$ cat src/rtl/channel_error_injector.sv
// ============================================================================
// Module  : channel_error_injector
// Purpose : Bit-error channel placed between a convolutional encoder and a
//           Viterbi decoder. Each W-bit coded symbol is registered. An error
//           mask is XORed onto the symbols selected by the active mode:
//           off, periodic, burst or LFSR pseudo-random. Injection only happens
//           inside a symbol window. Injected symbols and flipped bits are
//           counted.
// Option  : CHAN_ERR_BITCOUNT_EN - when defined, flipped bits are counted on
//           err_bit_ct_o. When undefined, err_bit_ct_o is tied to zero.
// Revision: 1.0 - initial release
// ============================================================================
`default_nettype none

module channel_error_injector #(
  parameter int          W      = 2,
  parameter int          P      = 4,
  parameter int          BL_W   = 4,
  parameter int          WINDOW = 256,
  parameter logic [15:0] SEED   = 16'hACE1
) (
  input  logic            clk,
  input  logic            rst,
  input  logic            valid_i,
  input  logic [W-1:0]    sym_i,
  input  logic [1:0]      mode_i,
  input  logic [W-1:0]    err_mask_i,
  input  logic [BL_W-1:0] burst_len_i,
  input  logic [7:0]      thresh_i,
  output logic            valid_o,
  output logic [W-1:0]    sym_o,
  output logic            err_o,
  output logic [15:0]     sym_ct_o,
  output logic [15:0]     err_sym_ct_o,
  output logic [15:0]     err_bit_ct_o
);

  localparam logic [1:0] MODE_OFF      = 2'b00;
  localparam logic [1:0] MODE_PERIODIC = 2'b01;
  localparam logic [1:0] MODE_BURST    = 2'b10;
  localparam logic [1:0] MODE_RANDOM   = 2'b11;

  typedef enum logic [0:0] {
    IDLE  = 1'b0,
    BURST = 1'b1
  } state_t;

  state_t          state;
  logic [BL_W-1:0] burst_rem;
  logic [15:0]     sym_ct;
  logic [15:0]     lfsr;
  logic [15:0]     err_sym_ct;

  logic            trg;
  logic            win;
  logic            inj;
  logic            burst_start;
  logic            lfsr_fb;
  logic [15:0]     lfsr_nxt;

  // The trigger fires on the last symbol of every 2**P block of the count.
  assign trg = &sym_ct[P-1:0];

  // A window of 0 means injection is never limited by the symbol count.
  assign win = (WINDOW == 0) || (32'(sym_ct) < WINDOW);

  // A burst may only start from IDLE, on a trigger, and with a nonzero length.
  assign burst_start = (state == IDLE) && trg && (burst_len_i != '0);

  // Fibonacci LFSR for x^16+x^14+x^13+x^11+1 in right-shift form.
  assign lfsr_fb  = lfsr[0] ^ lfsr[2] ^ lfsr[3] ^ lfsr[5];
  assign lfsr_nxt = {lfsr_fb, lfsr[15:1]};

  // Decide whether the current accepted symbol gets the error mask.
  always_comb begin
    inj = 1'b0;
    if (valid_i && win) begin
      case (mode_i)
        MODE_OFF:      inj = 1'b0;
        MODE_PERIODIC: inj = trg;
        MODE_BURST:    inj = (state == BURST) || burst_start;
        MODE_RANDOM:   inj = (lfsr[7:0] < thresh_i);
        default:       inj = 1'b0;
      endcase
    end
  end

  // Burst FSM: runs only while in burst mode inside the window.
  // Leaving burst mode or the window returns it to IDLE on the next symbol.
  always_ff @(posedge clk or negedge rst) begin
    if (!rst) begin
      state     <= IDLE;
      burst_rem <= '0;
    end else if (valid_i) begin
      if (!win || (mode_i != MODE_BURST)) begin
        state     <= IDLE;
        burst_rem <= '0;
      end else begin
        case (state)
          IDLE: begin
            if (burst_start) begin
              burst_rem <= burst_len_i - 1'b1;
              state     <= (burst_len_i != BL_W'(1)) ? BURST : IDLE;
            end
          end
          BURST: begin
            burst_rem <= burst_rem - 1'b1;
            state     <= (burst_rem != BL_W'(1)) ? BURST : IDLE;
          end
          default: begin
            state     <= IDLE;
            burst_rem <= '0;
          end
        endcase
      end
    end
  end

  // Symbol count and LFSR advance once per accepted symbol, in every mode.
  always_ff @(posedge clk or negedge rst) begin
    if (!rst) begin
      sym_ct <= '0;
      lfsr   <= SEED;
    end else if (valid_i) begin
      if (sym_ct != 16'hFFFF) begin
        sym_ct <= sym_ct + 16'd1;
      end
      lfsr <= lfsr_nxt;
    end
  end

  // Output stage: a one-cycle registered channel. Symbol and error flag hold
  // across invalid cycles, while valid_o simply follows valid_i.
  always_ff @(posedge clk or negedge rst) begin
    if (!rst) begin
      valid_o <= 1'b0;
      sym_o   <= '0;
      err_o   <= 1'b0;
    end else begin
      valid_o <= valid_i;
      if (valid_i) begin
        sym_o <= sym_i ^ (inj ? err_mask_i : '0);
        err_o <= inj;
      end
    end
  end

  // Count corrupted symbols, saturating at all-ones.
  always_ff @(posedge clk or negedge rst) begin
    if (!rst) begin
      err_sym_ct <= '0;
    end else if (inj && (err_sym_ct != 16'hFFFF)) begin
      err_sym_ct <= err_sym_ct + 16'd1;
    end
  end

  assign sym_ct_o     = sym_ct;
  assign err_sym_ct_o = err_sym_ct;

`ifdef CHAN_ERR_BITCOUNT_EN
  logic [15:0] err_bit_ct;
  logic [15:0] mask_pop;
  logic [16:0] bit_sum;

  // Count the bits set in the error mask.
  always_comb begin
    mask_pop = '0;
    for (int i = 0; i < W; i++) begin
      mask_pop = mask_pop + {15'd0, err_mask_i[i]};
    end
  end

  assign bit_sum = {1'b0, err_bit_ct} + {1'b0, mask_pop};

  // Accumulate the flipped bits of each injected symbol, saturating on carry-out.
  always_ff @(posedge clk or negedge rst) begin
    if (!rst) begin
      err_bit_ct <= '0;
    end else if (inj) begin
      err_bit_ct <= bit_sum[16] ? 16'hFFFF : bit_sum[15:0];
    end
  end

  assign err_bit_ct_o = err_bit_ct;
`else
  assign err_bit_ct_o = '0;
`endif

endmodule

`default_nettype wire

$ cat config.mk
export PLATFORM = sky130hd
export DESIGN_NAME = channel_error_injector
export DESIGN_NICKNAME = d
export VERILOG_FILES = /design/src/rtl/channel_error_injector.sv
export SDC_FILE = /design/constraint.sdc
export NUM_CORES = 1
export LEC_CHECK = 0
export CAP_MARGIN = 15
export CORE_UTILIZATION = 35
export CTS_CLUSTER_SIZE = 25
export DETAILED_ROUTE_END_ITERATION = 10
export SYNTH_ARGS = -nofsm -noshare
export SYNTH_HDL_FRONTEND = slang
export SYNTH_SLANG_ARGS = --single-unit
$ cat constraint.sdc
create_clock -name clk -period 3.9 [get_ports clk]
set_input_delay 0.78 -clock clk [delete_from_list [all_inputs] [get_ports clk]]
set_output_delay 0.78 -clock clk [all_outputs]
set_load 0.005 [all_outputs]
== Word level (Yosys, flattened, before mapping) ==
Cells that the tools add are included.
Cells by class
  reductions and logical operators: 12
  multiplexer cells: 11
  shifts and indexed selects: 0
  bitwise logic cells: 5
  multiply operators: 0
  $add $sub $neg: 4
  equal/unequal tests: 9
  div/mod/pow operators: 0
  magnitude comparators: 2
Operators by type and width (count)
  $add 16x1->16 const B: 2
  $ne 16x16->1 const B: 2
  $lt 16x9->1 const B: 1
  $lt 8x8->1: 1
  $mux 4: 2
  $ne 4x1->1 const B: 2
  $pmux 4 s2: 1
  $sub 4x1->4 const B: 2
  $mux 1: 5
  $eq 2x2->1 const B: 2
  $logic_and 1x1->1: 4
  $pmux 1 s4: 1
  $reduce_and 2->1: 2
  $reduce_and 4->1: 1
  $reduce_bool 4->1: 1
  $ne 3x2->1 const B: 1
  $xor 1x1->1: 3
  $eq 2x1->1 const B: 1
  $logic_not 2->1: 1
  $logic_or 1x1->1: 2
  $mux 2: 1
  $ne 2x2->1 const B: 1
  $pmux 1 s2: 1
  $xor 2x2->2: 1
  other kinds (2): 2
Word-level totals
  register bits after elaboration: 57
  bits in latches: 0
  memories kept: 0
  RAM bits: 0
  bits in read-only memories: 0
  logic and storage cells: 51
  output and inout port bits: 52

== Logic depth before layout (Yosys ltp) ==
Gate-level depths: netlist (run 1).
  depth after elaboration: 8
  depth in mapped cells: 9
  mapped depth without buffers: 8

== Worst setup path after synthesis (run 1) ==
OpenSTA, ideal clock, no wires.
  path type: input-to-reg
  start point: in thresh_i[5]
  end point: reg err_sym_ct[1] (netlist: err_sym_ct_o[1])
  library setup time: 128 ps
  cell stages on the path: 8
  slack: 1376 ps
  data arrival time: 2397 ps
  cell sequence: inv_1 -> ha_1 -> a211oi_1 -> o2111ai_1 -> a21oi_1 -> nor2_2 -> nor3_1 -> mux2_1
On the way
  cells in the longest elaborated chain, start to end: 4
RTL lines
  start, declared: line 29  | input logic [7:0] thresh_i,
  $lt 8x8->1: line 82  | MODE_RANDOM: inj = (lfsr[7:0] < thresh_i);
  $pmux 1 s4: line 78  | case (mode_i)
  $mux 1: line 77  | if (valid_i && win) begin
  $logic_and 1x1->1: line 152  | end else if (inj && (err_sym_ct != 16'hFFFF)) begin
  end signal, assigned: line 153  | err_sym_ct <= err_sym_ct + 16'd1;
  end, declared: line 52  | logic [15:0] err_sym_ct;
Every way passes these cells.
A chain may end at the register's enable or synchronous reset.

== Worst setup path after layout (run 1) ==
Same ends and word-level chain as after synthesis.

==> flow_summary.yaml, run 1 <==
status:
  status: "finished, final reports clean"
cts:
  cts_setup_buffers: 0
  hold_buffers: 0
  clk_path_buf_depth: 2
  insertion_delay_ns: 0.33
  cts_resized: 0
  clk_pin_slew_ns: 0.07
  clock_sinks: 57
  cts_buffers: 9
  cts_root_buf: "clkbuf_8"
  cts_tree: "done"
  htreeDepth: 3
detailed_routing:
  dr.pass1.iters: 4
  wl_mm: 6.50
  avgRoutedWirePerCell_microns: 13.8
  antenna_left: 0
  route.detailed.drc: 0
  via_count: 2309
  drt_iter0_drc: 88
  vias_per_cell: 4.91
hold_path:
  min_from: "lfsr[15]"
  min_path_type: "reg -> reg"
  hold_depth: 2
  hold_end: "lfsr[15]"
grt:
  met2_usage: 0.224
  grt_max_degree: 37
  grt_pass1_wl_mm: 10.5
  overflow: 0
  grt_usage: 0.152
  grt_pass1_vias: 2217
  grt_busiest_layer: "met2"
  antenna_found_initial: 0
  grt.met3_usage: 0.0360
  grtUsageMet1: 0.203
finish:
  fin_nets: 391
  final_cells: 470
  insertedDiodeCount: 0
  area_delta_synth_final_pct: 25.0
  fin_area_sq_um: 3910
  mostFrequentLayoutCell: "clkdlybuf4s50_1"
  multi_input_area_sq_um: 1540
  fillers: 853
  layout-drive-gt1-share: 0.152
  final_cell_mix: "clkdlybuf4s50_1, dfrtp_1, nor2_1, nand2_1, xor2_1"
  seqCellArea_sq_um: 1440
logic_synthesis:
  synth_flop_cell: "dfrtp_1"
  synth_top_area_frac: 0.392
  synthesis.area_sq_um: 3120
  ys_warn_count: 0
  synth.distinct_cells: 47
  ys_ff_latch: 57
  syn_area_per_cell_sq_um: 10.6
  ys_seq_area_frac: 0.460
  synth.largest_area_cell: "dfrtp_1"
  synth_edf_count: 0
  async_flop_share: 1.00
  synth_area_leaders: "dfrtp_1, dfstp_2, mux2_2, xor2_1, ha_1"
  netlist_instances: 294
critical_path:
  crit_buf_inv: 2
  cp_top_family: "compound AO/OA/AOI/OAI gates"
  reg2reg_setup_slack_ns: 1.33
  cp_slowest_stage_delay_ns: 0.46
  cp-start-kind: "primary input"
  crit_path_end_kind: "flop"
  path_max_fanout: 13
  critical_path_class: "in -> reg"
  cp.depth: 9
  r2r_start: "lfsr[5]"
  worstPathArrival_ns: 3.23
  cp_slowest_cell: "clkdlybuf4s50_1"
  crit_required_ns: 4.11
  worstRegToRegCells: 7
  reg2reg_to: "err_sym_ct_o[1]"
  crit_chain: "clkdlybuf4s50_1 -> inv_1 -> ha_1 -> a211oi_1 -> o2111ai_1 -> a21oi_1 -> nor2_2 -> nor3_1 -> mux2_1"
floorplanning:
  die_h_microns: 96.5
  die-area_sq_um: 9310
  rows: 34
  coreArea_sq_um: 8680
  num_io_pins: 73
  die_x_microns: 96.5
  initial_core_util: 0.360
sta:
  fin_crit_ns: 3.02
  tns_ns: 0
  hold_viol_final: 0
  final.setup_skew_ns: 0.00772
  rsz0062_at_grt: "no"
  slew_headroom: 0.460
  fmax_mhz: 331
  holdWs_ns: 0.492
  finalCritPeriodShare: 0.774
  setup_violations: 0
  slew_violations: 0
  setup_ws_ns: 0.880
  tightest_slew_ns: 0.811
job:
  max_cap_violations: 0
place:
  preCtsSetupSlack_ns: 0.503
  dp.cells: 454
  gp_congestion: 0.834
  dp.final_hpwl_mm: 4.78
  portBuffers: 56
  dpl_cell_area_sq_um: 3740
power_and_ir_drop:
  ir_worst_vdd_mv: 0.204
  cellPowerDensity_nw_per_um2: 488
  p_leak_nw: 1.69
==> state kept, by name, indices dropped and copies added (netlist names) <==
register and cells:
err_sym_ct_o 16, lfsr 16, sym_ct_o 16, burst_rem 4, sym_o 2, err_o 1
state 1, valid_o 1
==> cell families (layout without fill, tap and decap cells) <==
| group | after synthesis | count (layout) | synth area share |
|---|---|---|---|
| buf+inv | 36 | 89 | 0.0649 |
| compound gates | 34 | 34 | 0.0773 |
| fa+ha+maj | 13 | 13 | 0.0521 |
| flops | 57 | 57 | 0.460 |
| xor+xnor | 34 | 34 | 0.0953 |
| simple gates | 98 | 98 | 0.174 |
| mux | 21 | 21 | 0.0753 |
| other cells | 1 | 16 | 0.00120 |
==> worst reg2reg max path: cells and delay by family (launching register included) <==
family                   cells  cell delay (ns)
AO/OA/AOI/OAI                3             0.72
flip-flops                   1             0.56
multiplexers                 1             0.36
AND/OR/NAND/NOR              2             0.57
adder cells (fa/ha/maj)      1             0.25
==> stage by stage <==
step | power (mW) | util
after floorplan | 1.23 | -
after global placement | 1.43 | 0.431
after detailed placement | 1.45 | 0.431
after CTS | 1.94 | 0.450
after global routing | 2.05 | 0.450
final | 1.91 | 0.450
==> synthesized netlist by cell type, types with 2 or more instances <==
cell type	instances
or2_1	3
o2111ai_1	2
a21oi_2	2
o211ai_1	2
clkbuf_1	4
and3_1	4
nor2_2	3
nand4_1	10
a22o_1	2
a211oi_1	2
inv_1	15
nor3_1	12
xor2_1	19
nor4_1	3
o21ai_1	4
nand3_1	13
mux2_2	16
ha_1	13
dfstp_2	8
nor4b_2	4
a21oi_1	10
buf_4	16
o21ai_0	2
xnor2_1	15
nand2_1	19
mux2_1	4
dfrtp_1	49
nor2_1	19
==> per-layer routing <==
metal | vias to the layer above | share of wire | wire length (microns)
met4 | 0 | 0.025 | 163
met3 | 11 | 0.058 | 380
met1 | 1102 | 0.47 | 3040
met5 | - | 0 | 0
li1 | 1134 | - | -
met2 | 62 | 0.45 | 2910
==> power breakdown <==
part / internal, mW / switching (mW)
registers: 0.764 / 0.135
clock network: 0.244 / 0.229
logic: 0.302 / 0.232
total: 1.31 / 0.597
==> area by class of cell <==
type / count / share of cell area
flip-flops and latches: 57 / 0.368
clock inverters: 4 / 0.00513
well taps: 108 / 0.0346
repair buffers: 58 / 0.146
clock buffers: 12 / 0.0372
inverters: 15 / 0.0144
multi-input cells: 216 / 0.395
==> how the worst max path moves through the flow <==
stage,start,end,slack (ns)
2_1_floorplan,thresh_i[5],err_sym_ct_o[1],1.38
3_3_place_gp,thresh_i[5],err_sym_ct_o[12],0.56
3_5_place_dp,thresh_i[5],err_sym_ct_o[1],0.50
4_1_cts,thresh_i[5],err_sym_ct_o[1],0.85
5_1_grt,thresh_i[2],err_sym_ct_o[1],0.68
6_report,thresh_i[5],err_sym_ct_o[1],0.88
No activity file was read; power rests on OpenSTA's default activity.
==> run 2: changes to the inputs <==
clock period = 3.1 ns   (was 3.9 ns; I/O delays follow)
==> run 2 against run 1 <==
Utilization rose by 0.65 points. Largest power group unchanged. Critical path type unchanged. Design area grew 1.4%. Sequential share of layout area decreased by 0.52 points. Highest routed layer unchanged. Largest cell class unchanged.
==> flow_summary.yaml, run 2 (synthesis gave the netlist of run 1 again) <==
status:
  status: "finished, final reports clean"
cts:
  cts_setup_buffers: 0
  clk_pin_slew_ns: 0.07
  cts_tree: "done"
  cts_resized: 0
  clk_path_buf_depth: 2
  insertion_delay_ns: 0.34
  hold_buffers: 0
  cts_root_buf: "clkbuf_8"
  cts_buffers: 9
  clock_sinks: 57
  htreeDepth: 3
detailed_routing:
  wl_mm: 6.62
  route.detailed.drc: 0
  drt_iter0_drc: 110
  dr.pass1.iters: 4
  antenna_left: 0
  via_count: 2323
  avgRoutedWirePerCell_microns: 14.0
  vias_per_cell: 4.90
floorplanning:
  coreArea_sq_um: 8680
  num_io_pins: 73
  die_x_microns: 96.5
  initial_core_util: 0.360
  die_h_microns: 96.5
  rows: 34
  die-area_sq_um: 9310
power_and_ir_drop:
  cellPowerDensity_nw_per_um2: 625
  swShare: 0.311
  seqPwrFrac: 0.458
  switching_power_mw: 0.771
  ir_worst_vdd_mv: 0.407
  comb_power_share: 0.277
  p_leak_nw: 1.72
  p_int_mw: 1.70
  p_clk_frac: 0.265
sta:
  final.setup_skew_ns: 0.0122
  tightest_slew_ns: 0.773
  finalCritPeriodShare: 0.866
  fin_crit_ns: 2.68
  rsz0062_at_grt: "no"
  fmax_mhz: 373
  tns_ns: 0
  setup_violations: 0
  slew_violations: 0
  hold_viol_final: 0
  slew_headroom: 0.485
finish:
  area_delta_synth_final_pct: 26.8
  insertedDiodeCount: 0
  utilization: 0.456
  fillers: 851
  multi_input_area_sq_um: 1540
  final_cell_mix: "clkdlybuf4s50_1, dfrtp_1, nor2_1, nand2_1, xor2_1"
  layout-drive-gt1-share: 0.167
  fin_nets: 395
  mostFrequentLayoutCell: "clkdlybuf4s50_1"
  fin_area_sq_um: 3960
  seqCellArea_sq_um: 1440
critical_path:
  cp-start-kind: "primary input"
  path_max_fanout: 3
  crit_chain: "clkdlybuf4s50_1 -> inv_1 -> ha_1 -> a211oi_1 -> o2111ai_1 -> a21oi_1 -> nor2_2 -> nor4_1 -> mux2_1"
  crit_path_end_kind: "flop"
  cp_slowest_cell: "clkdlybuf4s50_1"
  crit_required_ns: 3.31
  critical_path_class: "in -> reg"
  cp_slowest_stage_delay_ns: 0.46
  worstPathArrival_ns: 2.90
hold_path:
  min_path_type: "in -> async"
place:
  dpl_cell_area_sq_um: 3770
  gp_congestion: 0.834
  portBuffers: 56
  dp.final_hpwl_mm: 4.86
grt:
  overflow: 0
  grt_pass1_vias: 2282
  grt_usage: 0.156
  grt_max_degree: 36
  antenna_found_initial: 0
  grt_pass1_wl_mm: 10.8
job:
  max_cap_violations: 0
run 2: changes by cell type in the layout (fill, tap and decap cells not counted):
cell / delta
clkinvlp_4: +1
clkbuf_8: +2
buf_4: +4
clkbuf_1: -2
clkinv_2: -2
clkinv_4: +1
run 2: routing by layer:
layer / vias up / global-route usage / wire length, microns
li1: 1137 / - / -
met1: 1115 / 0.201 / 3090
met2: 64 / 0.241 / 2990
met3: 7 / 0.0454 / 440
met4: 0 / 0.0699 / 98
met5: - / 0 / 0
run 2: through the flow:
step | worst slack (ns) | cells | power (mW) | hold WS [ns]
after CTS | 0.439 | 474 | 2.51 | 0.378
after detailed placement | 0.0865 | 458 | 1.84 | 0.482
final | 0.416 | 474 | 2.48 | 0.358
after floorplan | 0.736 | 309 | 1.55 | 0.324
after global routing | 0.283 | 474 | 2.65 | 0.416
after global placement | 0.149 | 458 | 1.82 | 0.477
run 2: worst paths after layout:
path	slack (ns)	depth (start not counted)	start	end
setup / recovery	0.42	9	thresh_i[5]	err_sym_ct_o[12]
hold / removal	0.36	1	rst	sym_ct_o[8]
setup reg to reg	0.68	7	lfsr[5]	err_sym_ct_o[12]
hold reg to reg	0.49	2	lfsr[15]	lfsr[15]
max in group asynchronous	2.07	2	rst	err_sym_ct_o[2]
min in group clk	0.49	2	lfsr[15]	lfsr[15]
run 2: final cells by class:
class / count / share of cell area
repair buffers: 62 / 0.152
well taps: 108 / 0.0341
multi-input cells: 216 / 0.389
clock inverters: 4 / 0.00663
clock buffers: 12 / 0.0417
flip-flops and latches: 57 / 0.363
inverters: 15 / 0.0142
run 2: power groups by stage:
| stage | Clock, mW | Combinational, mW | Sequential (mW) |
|---|---|---|---|
| after detailed placement | 0 | 0.692 | 1.15 |
| after floorplan | 0 | 0.444 | 1.10 |
| after global placement | 0 | 0.677 | 1.14 |
| after CTS | 0.675 | 0.696 | 1.14 |
| after global routing | 0.709 | 0.779 | 1.17 |
| final | 0.656 | 0.686 | 1.13 |
run 2: critical path, delay by kind of cell:
| family | cells | cell delay, ns |
|---|---|---|
| AO/OA/AOI/OAI | 3 | 0.69 |
| adder cells (fa/ha/maj) | 1 | 0.30 |
| buffers and inverters | 2 | 0.50 |
| multiplexers | 1 | 0.36 |
| AND/OR/NAND/NOR | 2 | 0.44 |
==> run 3: changes to the inputs <==
CAP_MARGIN = default   (was 15)
==> results of run 3 <==
Same layout as run 2: the final DEF is identical, and so are final timing and power.
